## src/rtl/loop_subtractor.sv

```systemverilog
// ---------------------------------------------------------------------------
// loop_subtractor
//   Bit-serial unsigned subtractor. A start pulse latches the operands, then
//   one full-subtractor bit is evaluated per clock, LSB first, with the borrow
//   carried between cycles in a 1-bit register. After WIDTH bits the result is
//   published and done pulses for one cycle.
//
//   Optional feature: define LOOP_SUBTRACTOR_OVF_EN to add the signed-overflow
//   output ovf. The default build has no ovf port and no ovf logic.
//
// Parameters
//   WIDTH   operand/result width in bits (2..32)
//
// Ports
//   clk     sole clock, rising edge
//   rst_n   synchronous active-low reset
//   start   begin a subtraction; a and b are sampled on the same edge
//   a       minuend
//   b       subtrahend
//   busy    high while bits are being processed (RUN)
//   done    one-cycle pulse; diff/borrow (and ovf) valid
//   diff    a - b modulo 2^WIDTH, held until the next result
//   borrow  1 iff a < b (unsigned), held like diff
//   ovf     signed overflow of a - b, held like diff (LOOP_SUBTRACTOR_OVF_EN)
// ---------------------------------------------------------------------------
module loop_subtractor #(
  parameter int unsigned WIDTH = 8
) (
  input  logic             clk,
  input  logic             rst_n,
  input  logic             start,
  input  logic [WIDTH-1:0] a,
  input  logic [WIDTH-1:0] b,
  output logic             busy,
  output logic             done,
  output logic [WIDTH-1:0] diff,
  output logic             borrow
`ifdef LOOP_SUBTRACTOR_OVF_EN
  ,
  output logic             ovf
`endif
);

  localparam int unsigned CW = $clog2(WIDTH + 1);
  localparam logic [CW-1:0] LAST_BIT = CW'(WIDTH - 1);

  typedef enum logic [1:0] {
    S_IDLE,
    S_RUN,
    S_DONE
  } state_t;

  state_t           state_q, state_d;
  logic [WIDTH-1:0] a_sh_q, a_sh_d;
  logic [WIDTH-1:0] b_sh_q, b_sh_d;
  logic [WIDTH-1:0] res_q, res_d;
  logic             br_q, br_d;
  logic [CW-1:0]    cnt_q, cnt_d;
  logic [WIDTH-1:0] diff_q, diff_d;
  logic             borrow_q, borrow_d;

  // Current-bit full subtractor
  logic             ai, bi, d_bit, br_next;
  logic             load;
  logic [WIDTH-1:0] res_shift;

`ifdef LOOP_SUBTRACTOR_OVF_EN
  // Operand sign bits are kept separately because the shift registers
  // have already discarded them by the time the result is published.
  logic a_msb_q, a_msb_d;
  logic b_msb_q, b_msb_d;
  logic ovf_q, ovf_d;
`endif

  always_comb begin
    ai        = a_sh_q[0];
    bi        = b_sh_q[0];
    d_bit     = ai ^ bi ^ br_q;
    br_next   = (~ai & bi) | (~(ai ^ bi) & br_q);
    res_shift = {d_bit, res_q[WIDTH-1:1]};
    // A new operation may start from IDLE or from the DONE cycle.
    load      = start && ((state_q == S_IDLE) || (state_q == S_DONE));
  end

  always_comb begin
    state_d  = state_q;
    a_sh_d   = a_sh_q;
    b_sh_d   = b_sh_q;
    res_d    = res_q;
    br_d     = br_q;
    cnt_d    = cnt_q;
    diff_d   = diff_q;
    borrow_d = borrow_q;
`ifdef LOOP_SUBTRACTOR_OVF_EN
    a_msb_d  = a_msb_q;
    b_msb_d  = b_msb_q;
    ovf_d    = ovf_q;
`endif

    case (state_q)
      S_IDLE: begin
        state_d = S_IDLE;
      end
      S_RUN: begin
        a_sh_d = a_sh_q >> 1;
        b_sh_d = b_sh_q >> 1;
        res_d  = res_shift;
        br_d   = br_next;
        cnt_d  = cnt_q + CW'(1);
        if (cnt_q == LAST_BIT) begin
          state_d  = S_DONE;
          diff_d   = res_shift;
          borrow_d = br_next;
`ifdef LOOP_SUBTRACTOR_OVF_EN
          // d_bit is the result MSB on the last bit.
          ovf_d    = (a_msb_q != b_msb_q) && (d_bit != a_msb_q);
`endif
        end
      end
      S_DONE: begin
        state_d = S_IDLE;
      end
      default: begin
        state_d = S_IDLE;
      end
    endcase

    if (load) begin
      state_d = S_RUN;
      a_sh_d  = a;
      b_sh_d  = b;
      res_d   = '0;
      br_d    = 1'b0;
      cnt_d   = '0;
`ifdef LOOP_SUBTRACTOR_OVF_EN
      a_msb_d = a[WIDTH-1];
      b_msb_d = b[WIDTH-1];
`endif
    end
  end

  always_ff @(posedge clk) begin
    if (!rst_n) begin
      state_q  <= S_IDLE;
      a_sh_q   <= '0;
      b_sh_q   <= '0;
      res_q    <= '0;
      br_q     <= 1'b0;
      cnt_q    <= '0;
      diff_q   <= '0;
      borrow_q <= 1'b0;
`ifdef LOOP_SUBTRACTOR_OVF_EN
      a_msb_q  <= 1'b0;
      b_msb_q  <= 1'b0;
      ovf_q    <= 1'b0;
`endif
    end else begin
      state_q  <= state_d;
      a_sh_q   <= a_sh_d;
      b_sh_q   <= b_sh_d;
      res_q    <= res_d;
      br_q     <= br_d;
      cnt_q    <= cnt_d;
      diff_q   <= diff_d;
      borrow_q <= borrow_d;
`ifdef LOOP_SUBTRACTOR_OVF_EN
      a_msb_q  <= a_msb_d;
      b_msb_q  <= b_msb_d;
      ovf_q    <= ovf_d;
`endif
    end
  end

  assign busy   = (state_q == S_RUN);
  assign done   = (state_q == S_DONE);
  assign diff   = diff_q;
  assign borrow = borrow_q;
`ifdef LOOP_SUBTRACTOR_OVF_EN
  assign ovf    = ovf_q;
`endif

endmodule

```

## config.mk

```make
export PLATFORM = sky130hd
export DESIGN_NAME = loop_subtractor
export DESIGN_NICKNAME = d
export VERILOG_FILES = /design/src/rtl/loop_subtractor.sv
export SDC_FILE = /design/constraint.sdc
export NUM_CORES = 1
export LEC_CHECK = 0
export ABC_AREA = 1
export CORE_UTILIZATION = 55
export DETAILED_ROUTE_END_ITERATION = 8
export GPL_TIMING_DRIVEN = 0
export PLACE_DENSITY = 0.82
export SKIP_CTS_REPAIR_TIMING = 1
export SYNTH_ARGS = -nofsm -noshare
export SYNTH_HDL_FRONTEND = slang
export SYNTH_SLANG_ARGS = --single-unit
```

## constraint.sdc

```tcl
create_clock -name clk -period 3.17 [get_ports clk]
set_input_delay 0.4755 -clock clk [delete_from_list [all_inputs] [get_ports clk]]
set_output_delay 0.4755 -clock clk [all_outputs]
set_load 0.01 [all_outputs]
```

==> run metrics <==
status=complete, but fails checks; failing checks=design-rule violations; total clock sinks=39; RSZ-0062 raised after global routing=false; Hold Vio Cnt, Final=0; post-synth top area share=45.4%; Ant. Diodes=0; layout cells sized above 1=9.32%; Seq cells post-synth=39; Power, Total=0.995 mW; clock-pin slew of the registers on the worst-case setup and hold paths=0.12 ns; Slew HR=70.6%; top cells by area, synth=dfxtp_1 (45%), nand2_1 (16%), nor2_1 (7.2%); Routed wire per std cell=10.9 um; Area Growth Syn to Fin=23.5%; Num CTS Buffers=5; fin crit share=71.2%; Die Ht=57.9 um; synthesized area=1720 um2; initial antenna violation count=0; Starting Density=60.2%; I/O Buffers=29; Max VDD drop=0.305 mV; Peak Freq=0.443 GHz; pwr/cell area=469 nW/um2; WS Path Type=flop to primary output; Finished Cell Area=2120 um2; post-layout min period=2.26 ns; RD Place Congestion=0.733; Seq/Total Area, Yosys=45.4%; Fin Setup TNS=0 ns; post-synth top area cell=dfxtp_1; First DRT Iteration DRCs=81; CTS tree=yes; chip width=57.9 um; crit-path max FO=10; first-pass GRT wire length=5.95 mm; Critical Path Start=state_q[0]; Vias/cell=4.88; pre-CTS WS=1.29 ns; All-Layer GR Usage=23.2%; worst-case clock skew=0.0113 ns; total core area=2850 um2; Mapped Avg Cell Area=7.07 um2; EDFF count, synth=0; CP Data Required Time=2.69 ns; count of unique library cells instantiated by Yosys=22; CTS root buf=clkbuf_4; pin count of the biggest net entering global routing=13; # nets final=300; Worst Hold Class=flop to flop; max-cap violations=0; Least-Margin Pin Slew=0.441 ns; count of final setup violators=0; critical path capture point type=primary output; Mapped Cells=243; via count=1514; critical path launch point type=flop; gr ovfl total=0; top cells by count, synth=nand2_1 (71), dfxtp_1 (39), nor2_1 (33); H-tree depth=2; fin util=74.4%; Arrival @ worst endpoint=1.78 ns; Post-Syn Nets=264; IO Pins=30; Clock Tree Buf Depth=2; worst-skew pair later-pin latency=0.35 ns; Placed Area=2050 um2; vias in the first global route=1360; Top FF cell, synth=dfxtp_1; RR Startpoint=cnt_q[0]; post-route DRC violation count=2; Initial DRT Pass Iterations=6; hold path startpoint=res_q[3]; dpl hpwl=2.31 mm; Post-synth ARST share=0%; overall routed net length=3.37 mm; setup ws final=0.912 ns; Warnings, synthesis=0; max-slew violation count=0; Leak Pwr=0.964 nW; count leader, synth=nand2_1; row count=19; Die ar.=3350 um2; Post-DRT Antenna Nets=0
worst paths after layout:
kind | slack, ns | to | depth (start not counted)
worst min-delay path | 0.48 | diff[2] | 2
worst max-delay path | 0.91 | busy | 5
worst max register to register | 1.79 | diff[7] | 7
worst min register to register | 0.48 | diff[2] | 2
layout by cell type, fill, tap and decap left out, drive strengths merged, types with 6 or more instances in the layout:
cell type	instances
inv	35
nand3	22
clkdlybuf4s50	29
dfxtp	39
o21ai	10
a21oi	17
nor2	34
buf	7
clkbuf	6
nand2	75
worst max-delay path: stages (launching register included):
cell and delay (ns):
dfxtp_1 0.34, buf_6 0.14, nand2_4 0.11, inv_4 0.11
buf_4 0.18, clkdlybuf4s50_1 0.57
through the flow:
stage          hold slack, ns  cells
2_1_floorplan           0.438    243
3_3_place_gp            0.454    303
3_5_place_dp            0.453    303
4_1_cts                 0.478    310
5_1_grt                 0.499    310
6_report                0.476    310
per-layer routing:
| layer | vias to the layer above | wire length [um] | track usage (%) |
|---|---|---|---|
| met3 | 7 | 171 | 7.37 |
| met1 | 662 | 1700 | 31.3 |
| met2 | 31 | 1450 | 34.8 |
| met5 | - | 0 | 0 |
| li1 | 814 | - | - |
| met4 | 0 | 44 | 8.84 |
cell families (layout without fill, tap and decap cells):
family,after synthesis,in the layout,synth area share (%)
buf+inv,43,79,11.7
flops,39,39,45.4
compound gates,27,27,8.08
simple gates,131,131,32.4
xor+xnor,1,1,0.510
fa+ha+maj,2,2,1.89
area by class of cell:
class | instances | area [um2]
buffer | 8 | 63.8
clock buffer | 5 | 37.5
clock inverter | 2 | 37.5
fill | 231 | 731
inverter | 35 | 136
multi-input combinational | 161 | 737
sequential | 39 | 781
tap | 31 | 38.8
timing repair buffer | 29 | 290
report_power, final:
group          switching, mW  internal [mW]
clock                  0.166          0.162
combinational         0.0804         0.0633
sequential            0.0116          0.513
registers in the layout, indices dropped and copies added (netlist names):
signal and flops:
res_q 7, state_q 2, br_q 1, cnt_q 4, diff 8, borrow 1
a_sh_q 8, b_sh_q 8
(Power assumes the default switching activity.)
